## src/rtl/irs_read_pkg.sv

```systemverilog
// IRS read-side shared types and constants.
// Used by the event block scheduler and its slot ring.
package irs_read_pkg;

  localparam int DEPTH_DEF = 16;
  localparam int BLK_W     = 9;

  typedef enum logic [1:0] {
    S_IDLE,
    S_HIST,
    S_LOCK,
    S_COMMIT
  } ev_state_t;

  typedef enum logic {
    F_IDLE,
    F_REQ
  } fr_state_t;

endpackage

```

## src/rtl/irs_event_block_scheduler_ring.sv

```systemverilog
// Slot ring for locked blocks: memory plus alloc/commit/rd/fr.
// Pointers carry one wrap bit so full and empty are distinct.
module irs_block_ring
  import irs_read_pkg::*;
#(
  parameter int DEPTH = DEPTH_DEF
) (
  input  logic                      clk_i,
  input  logic                      rst_i,
  input  logic                      alloc_en,
  input  logic [4:0]                alloc_len,
  input  logic                      wr_en,
  input  logic [$clog2(DEPTH)-1:0]  wr_slot,
  input  logic [BLK_W-1:0]          wr_block,
  input  logic                      wr_last,
  input  logic                      commit_en,
  input  logic                      rd_ready_i,
  input  logic                      fr_adv,
  output logic [$clog2(DEPTH):0]    alloc_ptr,
  output logic [$clog2(DEPTH)+1:0]  free_slots,
  output logic [$clog2(DEPTH):0]    held,
  output logic [BLK_W-1:0]          fr_block,
  output logic [BLK_W-1:0]          rd_block_o,
  output logic                      rd_last_o,
  output logic                      rd_valid_o
);

  localparam int AW = $clog2(DEPTH);
  localparam int PW = AW + 1;

  logic [PW-1:0] alloc;
  logic [PW-1:0] commit;
  logic [PW-1:0] rd;
  logic [PW-1:0] fr;
  logic [PW-1:0] rd_n;
  logic [PW-1:0] commit_n;
  logic          xfer;
  logic          valid_n;
  logic [BLK_W:0] mem [DEPTH];
  logic [BLK_W:0] rd_slot;

  assign xfer      = rd_valid_o & rd_ready_i;
  assign rd_n      = rd + PW'(xfer);
  assign commit_n  = commit_en ? alloc : commit;
  assign valid_n   = (rd_n != commit_n);
  assign rd_slot   = mem[rd_n[AW-1:0]];

  assign alloc_ptr  = alloc;
  assign held       = rd - fr;
  assign free_slots = (PW+1)'(DEPTH) - {1'b0, alloc - fr};
  assign fr_block   = mem[fr[AW-1:0]][BLK_W-1:0];

  // Pointer state; fr uses its pre-update value for free space.
  always_ff @(posedge clk_i) begin
    if (rst_i) begin
      alloc  <= '0;
      commit <= '0;
      rd     <= '0;
      fr     <= '0;
    end else begin
      if (alloc_en)
        alloc <= alloc + PW'(alloc_len);
      if (commit_en)
        commit <= alloc;
      rd <= rd_n;
      if (fr_adv)
        fr <= fr + PW'(1);
    end
  end

  // Slot memory: {last, block}.
  always_ff @(posedge clk_i) begin
    if (wr_en)
      mem[wr_slot] <= {wr_last, wr_block};
  end

  // Registered readout head, reloaded every cycle.
  always_ff @(posedge clk_i) begin
    if (rst_i) begin
      rd_valid_o <= 1'b0;
      rd_block_o <= '0;
      rd_last_o  <= 1'b0;
    end else begin
      rd_valid_o <= valid_n;
      rd_block_o <= valid_n ? rd_slot[BLK_W-1:0] : '0;
      rd_last_o  <= valid_n & rd_slot[BLK_W];
    end
  end

endmodule

```

## src/rtl/irs_event_block_scheduler.sv

```systemverilog
// IRS event block scheduler: history walk, lock, readout, free.
// IRS_EVENT_SCHED_STATS_EN enables the saturating event/drop counters.
module irs_event_block_scheduler
  import irs_read_pkg::*;
#(
  parameter int DEPTH = DEPTH_DEF
) (
  input  logic              clk_i,
  input  logic              rst_i,
  input  logic              trig_i,
  input  logic [4:0]        trig_len_i,
  output logic [BLK_W-1:0]  hist_offset_o,
  output logic              hist_req_o,
  input  logic              hist_ack_i,
  input  logic [BLK_W-1:0]  hist_block_i,
  output logic [BLK_W-1:0]  lock_block_o,
  output logic              lock_req_o,
  input  logic              lock_ack_i,
  output logic [BLK_W-1:0]  free_block_o,
  output logic              free_req_o,
  input  logic              free_ack_i,
  output logic [BLK_W-1:0]  rd_block_o,
  output logic              rd_last_o,
  output logic              rd_valid_o,
  input  logic              rd_ready_i,
  input  logic              rd_done_i,
  output logic              busy_o,
  output logic              err_o,
  output logic [15:0]       event_count_o,
  output logic [15:0]       dropped_count_o
);

  localparam int AW = $clog2(DEPTH);
  localparam int PW = AW + 1;

  ev_state_t     state;
  fr_state_t     fstate;
  logic [PW-1:0] base;
  logic [4:0]    len_q;
  logic [4:0]    idx;
  logic [5:0]    pend;

  logic [PW-1:0] alloc_ptr;
  logic [PW:0]   free_slots;
  logic [PW-1:0] held;
  logic [BLK_W-1:0] fr_block;
  logic [PW-1:0] slot;

  logic take;
  logic trig_ok;
  logic alloc_en;
  logic wr_en;
  logic commit_en;
  logic done_ok;
  logic fr_adv;

  assign take      = (state == S_IDLE) && trig_i;
  assign trig_ok   = (trig_len_i != 5'd0) &&
                     (7'(trig_len_i) <= 7'(free_slots));
  assign alloc_en  = take && trig_ok;
  assign wr_en     = (state == S_LOCK) && lock_ack_i;
  assign commit_en = (state == S_COMMIT);
  assign slot      = base + PW'(len_q) - PW'(idx) - PW'(1);
  assign done_ok   = rd_done_i && (7'(pend) < 7'(held));
  assign fr_adv    = (fstate == F_REQ) && free_ack_i;

  irs_block_ring #(
    .DEPTH(DEPTH)
  ) u_ring (
    .clk_i      (clk_i),
    .rst_i      (rst_i),
    .alloc_en   (alloc_en),
    .alloc_len  (trig_len_i),
    .wr_en      (wr_en),
    .wr_slot    (slot[AW-1:0]),
    .wr_block   (lock_block_o),
    .wr_last    (idx == 5'd0),
    .commit_en  (commit_en),
    .rd_ready_i (rd_ready_i),
    .fr_adv     (fr_adv),
    .alloc_ptr  (alloc_ptr),
    .free_slots (free_slots),
    .held       (held),
    .fr_block   (fr_block),
    .rd_block_o (rd_block_o),
    .rd_last_o  (rd_last_o),
    .rd_valid_o (rd_valid_o)
  );

  // Event FSM: newest-first lookup and lock, then publish.
  always_ff @(posedge clk_i) begin
    if (rst_i) begin
      state         <= S_IDLE;
      hist_req_o    <= 1'b0;
      hist_offset_o <= '0;
      lock_req_o    <= 1'b0;
      lock_block_o  <= '0;
      busy_o        <= 1'b0;
      base          <= '0;
      len_q         <= '0;
      idx           <= '0;
    end else begin
      unique case (state)
        S_IDLE: begin
          if (alloc_en) begin
            base          <= alloc_ptr;
            len_q         <= trig_len_i;
            idx           <= '0;
            hist_offset_o <= '0;
            hist_req_o    <= 1'b1;
            busy_o        <= 1'b1;
            state         <= S_HIST;
          end
        end
        S_HIST: begin
          if (hist_ack_i) begin
            hist_req_o   <= 1'b0;
            lock_block_o <= hist_block_i;
            lock_req_o   <= 1'b1;
            state        <= S_LOCK;
          end
        end
        S_LOCK: begin
          if (lock_ack_i) begin
            lock_req_o <= 1'b0;
            if (idx == len_q - 5'd1) begin
              state <= S_COMMIT;
            end else begin
              idx           <= idx + 5'd1;
              hist_offset_o <= BLK_W'(idx + 5'd1);
              hist_req_o    <= 1'b1;
              state         <= S_HIST;
            end
          end
        end
        S_COMMIT: begin
          busy_o <= 1'b0;
          state  <= S_IDLE;
        end
      endcase
    end
  end

  // Free FSM and pending-done count; bad dones raise err.
  always_ff @(posedge clk_i) begin
    if (rst_i) begin
      fstate       <= F_IDLE;
      free_req_o   <= 1'b0;
      free_block_o <= '0;
      pend         <= '0;
      err_o        <= 1'b0;
    end else begin
      if (rd_done_i && !done_ok)
        err_o <= 1'b1;
      if (done_ok && !fr_adv)
        pend <= pend + 6'd1;
      else if (fr_adv && !done_ok)
        pend <= pend - 6'd1;
      unique case (fstate)
        F_IDLE: begin
          if (pend != 6'd0 || done_ok) begin
            free_block_o <= fr_block;
            free_req_o   <= 1'b1;
            fstate       <= F_REQ;
          end
        end
        F_REQ: begin
          if (free_ack_i) begin
            free_req_o <= 1'b0;
            fstate     <= F_IDLE;
          end
        end
      endcase
    end
  end

`ifdef IRS_EVENT_SCHED_STATS_EN
  logic [15:0] ev_cnt;
  logic [15:0] dr_cnt;
  logic        dr_inc;

  assign dr_inc = take && !trig_ok;

  // Saturating statistics counters.
  always_ff @(posedge clk_i) begin
    if (rst_i) begin
      ev_cnt <= '0;
      dr_cnt <= '0;
    end else begin
      if (commit_en && ev_cnt != 16'hFFFF)
        ev_cnt <= ev_cnt + 16'd1;
      if (dr_inc && dr_cnt != 16'hFFFF)
        dr_cnt <= dr_cnt + 16'd1;
    end
  end

  assign event_count_o   = ev_cnt;
  assign dropped_count_o = dr_cnt;
`else
  assign event_count_o   = '0;
  assign dropped_count_o = '0;
`endif

endmodule

```

## config.mk

```make
export PLATFORM = sky130hd
export DESIGN_NAME = irs_event_block_scheduler
export DESIGN_NICKNAME = d
export VERILOG_FILES = /design/src/rtl/irs_read_pkg.sv /design/src/rtl/irs_event_block_scheduler_ring.sv /design/src/rtl/irs_event_block_scheduler.sv
export SDC_FILE = /design/constraint.sdc
export NUM_CORES = 1
export LEC_CHECK = 0
export CORE_ASPECT_RATIO = 0.75
export CORE_MARGIN = 2
export CORE_UTILIZATION = 40
export CTS_BUF_LIST = sky130_fd_sc_hd__clkbuf_4 sky130_fd_sc_hd__clkbuf_8
export DETAILED_ROUTE_END_ITERATION = 8
export MAX_ROUTING_LAYER = met4
export PLACE_DENSITY_LB_ADDON = 0.05
export REMOVE_ABC_BUFFERS = 1
export SYNTH_ARGS = -nofsm -noshare
export SYNTH_HDL_FRONTEND = slang
export SYNTH_SLANG_ARGS = --single-unit
```

## constraint.sdc

```tcl
create_clock -name clk_i -period 9.2 [get_ports clk_i]
set_clock_uncertainty 0.2 [all_clocks]
set_input_delay 0.92 -clock clk_i [delete_from_list [all_inputs] [get_ports clk_i]]
set_output_delay 0.92 -clock clk_i [all_outputs]
set_load 0.005 [all_outputs]
```

After elaboration in Yosys (flattened, before gate mapping). Memory sizes are Yosys's and may differ from the RTL's. A register that Yosys moved wholly into a read port is not among the register bits. Index checks and enable logic that the tools add are counted.

Reduce and logical (&&, ||, !) cells: 31. Bitwise operators: 4. Multiplexer cells: 33. Add/subtract/negate cells: 14. Eq/ne operators: 11. Order comparisons: 2.

Operators by type and width (count): 9-bit two-way mux (3); 5-bit two-way mux (4); 9-bit case mux with 2 select lines (1); 1-bit two-way mux (12); 6-bit two-way mux (2); 2-bit != test (second input constant) (6); 5-bit by 1-bit adder with 5-bit output (second input constant) (2); 5-bit case mux with 2 select lines (1); 2-bit AND reduction (5); 5-bit subtractor (2); 1-bit logical AND (9); 2-bit two-way mux (4); 1-bit case mux with 2 select lines (4); 2-bit case mux with 4 select lines (1); 2-bit nonzero test (4); 5-bit by 1-bit adder with 6-bit output (second input constant) (1); 6-bit by 1-bit adder with 6-bit output (second input constant) (1); 5-bit by 6-bit less-or-equal comparator with 1-bit output (1); 6-bit by 5-bit less-than comparator with 1-bit output (1); 3-bit AND reduction (2); 6-bit nonzero test (1); 5-bit by 5-bit subtractor with 6-bit output (first input constant) (1); 6-bit by 1-bit subtractor with 6-bit output (second input constant) (1); 5-bit by 1-bit adder with 5-bit output (1); other kinds (21) (25).

Bits in writable memories: 160. Input port bits: 22. Memories kept: 1. Logic and storage cells: 116. Output and inout bits: 75. Bits in registers: 77.

Memory list: u_ring.mem (words 16, width 10, rd ports 2, clocked after Yosys merged registers in 1, write ports 1, RTL line irs_event_block_scheduler_ring.sv:39) `logic [BLK_W:0] mem [DEPTH];`.

Depth between registers and ports, before layout.
Depth after elaboration: 7. Mapped depth: 21. Gate-level depth less buffers: 21.

Cells and area by module. From an unflattened synthesis, not the netlist that was laid out.

Cell total of the unflattened synthesis: 859. Area, all modules: 12124.1 µm².

Modules (own cells, without submodules): irs_block_ring (instances 1, area an instance 9100.0 µm², cells each 499, sequential area each 5505.3 µm²); irs_event_block_scheduler (instances 1, area an instance 3024.2 µm², cells each 360, sequential area each 940.9 µm²).

Worst setup path before layout. No wires, ideal clock.

Path type: reg2reg. Start point: register u_ring.fr[1]. End point: register pend[5]. Data required time: 8.872 ns. Stages on the path, launching flop included: 22. Library setup time: 0.128 ns. Setup slack: 4.627 ns. Arrival: 4.245 ns. Cells stage by stage: dfxtp_1 -> clkbuf_1 -> clkbuf_1 -> inv_1 -> fa_1 -> a21o_1 -> a21oi_1 -> xnor2_1 -> ha_1 -> nor2_1 -> nand3b_1 -> o21ai_0 -> a41o_1 -> ha_1 -> inv_1 -> ha_1 -> a21o_1 -> a21o_1 -> a211o_1 -> o211ai_1 -> xnor2_1 -> nor2_1.

Cells in the longest elaborated chain, start to end: 6.

Ends and longest elaborated chain: start: declaration (RTL line irs_event_block_scheduler_ring.sv:34) `logic [PW-1:0] fr;`; start signal: assignment (RTL line irs_event_block_scheduler_ring.sv:67) `fr <= fr + PW'(1);`; 5-bit subtractor (*) (RTL line irs_event_block_scheduler_ring.sv:49) `assign held = rd - fr;`; 6-bit by 5-bit less-than comparator with 1-bit output (*) (RTL line irs_event_block_scheduler.sv:64) `assign done_ok = rd_done_i && (7'(pend) < 7'(held));`; 1-bit logical AND (*) (RTL line irs_event_block_scheduler.sv:64); 1-bit zero test (RTL line irs_event_block_scheduler.sv:157) `else if (fr_adv && !done_ok)`; 1-bit logical AND (RTL line irs_event_block_scheduler.sv:157); 2-bit nonzero test (no line); end signal: assignment (RTL line irs_event_block_scheduler.sv:156) `pend <= pend + 6'd1;`; end signal: assignment (RTL line irs_event_block_scheduler.sv:158) `pend <= pend - 6'd1;`; end: declaration (RTL line irs_event_block_scheduler.sv:41) `logic [5:0] pend;`.

Mark *: on every way between the ends. The rest lies on a longest branch, timed or not. A chain may end at the register's enable or synchronous reset.

Worst setup path in the final report.
Start point: register u_ring.fr[0]. End point: register pend[5].

The elaborated chain is that of the path after synthesis.

==> results.tsv <==
stage	metric	value	unit
status	status	complete, no violations	
synthesis	Post-synth EDFFs	160	
floorplanning	die area	30600	um^2
hold_path	Hold Startpoint	free_block_o[7]$_SDFFE_PP0P_	
grt	GRT overflow	0	
drt	DRC errors left	0	
hold_path	worst hold path class	flip-flop to flip-flop	
floorplanning	Initial Util	40.3	%
clock_tree	postcts setup bufs	0	
synthesis	synthesized instance count	823	
clock_tree	CTS sink count	238	
worst_setup_path	CP Class	flip-flop to flip-flop	
worst_setup_path	r2r setup slk	4.13	ns
sta	final setup fails	0	
grt	initial antenna violation count	0	
synthesis	Post-Syn Area	11700	um^2
synthesis	most common cell in the netlist	edfxtp_1	
run	max_cap viols	0	
worst_setup_path	RR Startpoint	u_ring.fr[0]$_SDFFE_PP0P_	
floorplanning	Die Ht	152	um
drt	Avg WL per Cell	22.3	um
grt	Most Crowded Layer GR	met2	
grt	vias in the first global route	7317	
worst_setup_path	Reg2Reg Depth	21	
worst_setup_path	Critical Path Start Type	flip-flop	
power	overall power	3410	uW
synthesis	Synth Flop Type	edfxtp_1	
grt	first-pass GRT wire length	44900	um
worst_setup_path	Worst EP required	9.42	ns
worst_setup_path	Worst Path Arrival	5.29	ns
grt	GR Util met1	27.7	%
synthesis	top cells by count, synth	160 x edfxtp_1, 95 x mux4_2, 78 x dfxtp_1	
final_layout	antenna cells	0	
sta	Max Freq	197	MHz
clock_tree	Worst-Skew Late Latency	0.56	ns
grt	GR Util met3	3.71	%
drt	number of nets still failing antenna checks after routing	0	
worst_setup_path	worst setup path start	u_ring.fr[0]$_SDFFE_PP0P_	
worst_setup_path	maximum fanout along the worst path	41	
placement	pre-CTS WS	4.08	ns
clock_tree	CTS Buf Count	40	
clock_tree	maximum clock path buffer count	3	
sta	Max Slew Vio Count	0	
synthesis	area leader, netlist	edfxtp_1	
sta	setup ws final	4.13	ns
sta	Worst slew margin	17.3	%
power	maximum vdd drop	0.250	mV
grt	routing usage on met2	32.0	%
synthesis	flops & latches, synth	238	
floorplanning	Core Region	28900	um^2
drt	DR pass1 iterations	5	
drt	via count	7136	
floorplanning	die width	201	um
hold_path	Worst Hold Depth	2	
final_layout	Net count, final	975	
final_layout	register area	6370	um^2
clock_tree	CTS root buffer	clkbuf_8	
synthesis	ys async rst share	0	%
worst_setup_path	Crit. End Element	flip-flop	
hold_path	Hold EP	free_block_o[7]$_SDFFE_PP0P_	
grt	largest net degree at the start of global routing	54	
synthesis	Avg Cell Area, Syn	14.2	um^2
final_layout	Fillers	2623	
synthesis	synth unique cells	57	
power	P per Cell Area	253	nW/um^2
placement	RePlAce Congestion	0.740	
worst_setup_path	cell repeated most along the worst path	ha_1	
sta	period utilization	55.1	%
clock_tree	Reg clk slew, reported paths	0.06	ns
synthesis	top post-synthesis cells by area	edfxtp_1 41%, mux4_2 18%, dfxtp_1 13%, ha_1 3.6%, buf_4 2.3%	
final_layout	Util after Layout	46.6	%
sta	Setup TNS	0	ns
drt	Via density	5.35	
power	leakage power	0.00467	uW
worst_setup_path	FF-to-FF End	pend[5]$_SDFFE_PP0P_	
clock_tree	CTS tree	done	
sta	worst slew pin tran	1.24	ns
sta	RSZ-0062 raised after global routing	no	
sta	Tmin final	5.07	ns
drt	final wirelength	29800	um
synthesis	synth warn	0	
placement	port bufs	61	
synthesis	post-synthesis sequential area ratio	54.6	%
sta	Hold Vio Cnt, Final	0	
placement	hpwl dp	18400	um
floorplanning	row count	54	
drt	drt initial violations	543	
placement	Cells after DPL	1261	
synthesis	top cell type's share of synthesized area	41.2	%
final_layout	multi-input logic area	4880	um^2
floorplanning	IO Pins	97	
clock_tree	# H-tree levels	2	
worst_setup_path	crit-path cells	buf_4 > ha_1 > inv_1 > fa_1 > a21o_1 > a21oi_1 > xnor2_1 > ha_1 > nor2_1 > nand3b_1 > o21ai_0 > a41o_1 > ha_1 > inv_1 > ha_1 > a21o_1 > a21o_1 > a211o_1 > o211ai_1 > xnor2_1 > nor2_1	
final_layout	Area growth, synth to finish	15.6	%
final_layout	share of cells above drive strength 1	21.2	%
clock_tree	cts hold-fix bufs	0	
grt	Total GRT Usage	20.5	%
clock_tree	cts repair resizes	0	
worst_setup_path	critical path's largest stage delay	0.68	ns
worst_setup_path	slowest library cell on the worst path	buf_4	
final_layout	Finished Layout Cells	1335	
-- area by class of cell --
cell class	count	area share, %
repair buffers	88	5.99
clock buffers	59	5.46
inverters	36	1.00
flip-flops and latches	238	47.2
clock inverters	15	0.519
well taps	392	3.64
multi-input cells	507	36.2
-- worst max-delay path by stage --
stage | slack (ns) | cells after the start | endpoint
after floorplan | 3.72 | 20 | pend[5]$_SDFFE_PP0P_
after global placement | 4.23 | 21 | pend[5]$_SDFFE_PP0P_
after detailed placement | 4.08 | 21 | pend[5]$_SDFFE_PP0P_
after CTS | 4.08 | 21 | pend[5]$_SDFFE_PP0P_
after global routing | 3.78 | 21 | pend[5]$_SDFFE_PP0P_
final | 4.13 | 21 | pend[5]$_SDFFE_PP0P_
-- cells by family (layout without fill, tap and decap cells) --
logic type	Yosys count	after routing	synth area share [%]
AO/OA/AOI/OAI	98	98	5.41
AND/OR/NAND/NOR	180	180	7.27
other	1	35	0.0321
multiplexers	111	111	19.7
adder cells (fa/ha/maj)	42	42	5.02
flip-flops	238	238	54.6
buffers and inverters	112	198	4.85
XOR/XNOR	41	41	3.14
-- layer usage --
| metal | wire [um] | vias up | share of wire, % |
|---|---|---|---|
| met5 | 0 | - | 0 |
| met4 | 514 | 0 | 1.7 |
| met3 | 1870 | 43 | 6.3 |
| met2 | 14100 | 243 | 47 |
| met1 | 13300 | 3602 | 45 |
| li1 | - | 3248 | - |
-- worst max-delay path, delay by kind of cell, from the launching register on --
family                     cells  cell delay (ns)
AOI/OAI and AO/OA              8             1.48
xor gates and xnor gates       2             0.24
adders and majority gates      5             1.50
buffers and inverters          3             0.90
DFF                            1             0.31
and+or+nand+nor                3             0.31
-- flip-flops by register name, summed over array words and instances (netlist names) --
| name | flops |
|---|---|
| u_ring.rd | 5 |
| u_ring.alloc_ptr | 5 |
| u_ring.rd_last_o | 1 |
| u_ring.rd_block_o | 9 |
| idx | 4 |
| free_req_o | 1 |
| u_ring.fr | 5 |
| err_o | 1 |
| state | 2 |
| hist_req_o | 1 |
| len_q | 5 |
| fstate | 1 |
| u_ring.commit | 5 |
| lock_block_o | 9 |
| u_ring.rd_valid_o | 1 |
| u_ring.mem | 160 |
| pend | 6 |
| base | 4 |
| hist_offset_o | 2 |
| busy_o | 1 |
| free_block_o | 9 |
| lock_req_o | 1 |
-- stage by stage --
| step | hold WS, ns | cell area (um^2) |
|---|---|---|
| after CTS | 0.264 | 13500 |
| final | 0.261 | 13500 |
| after global routing | 0.296 | 13500 |
| after floorplan | 0.242 | 11400 |
| after detailed placement | 0.253 | 12700 |
| after global placement | 0.244 | 12700 |
-- where the power goes --
group          total, uW  switching [uW]  internal, uW
logic               1170             658           507
clock network        953             438           515
registers           1290            76.3          1220
total               3410            1170          2240
-- layout by cell type (no fill, tap or decap), drive strengths merged, types with 2 or more instances in the layout --
cell type	instances
a211o	3
a211oi	3
a21o	8
a21oi	43
a31oi	3
and2	14
buf	28
clkbuf	59
clkdlybuf4s50	60
clkinv	13
clkinvlp	2
conb	35
dfxtp	78
edfxtp	160
fa	8
ha	34
inv	36
mux2i	15
mux4	95
nand2	63
nand2b	5
nand3	21
nand3b	2
nand4	5
nor2	47
nor2b	3
nor3	4
nor3b	2
nor4	3
o21a	3
o21ai	17
o31ai	6
o32ai	2
or3	3
or4	4
xnor2	25
xor2	16
Power figures use the tool's default switching activity.
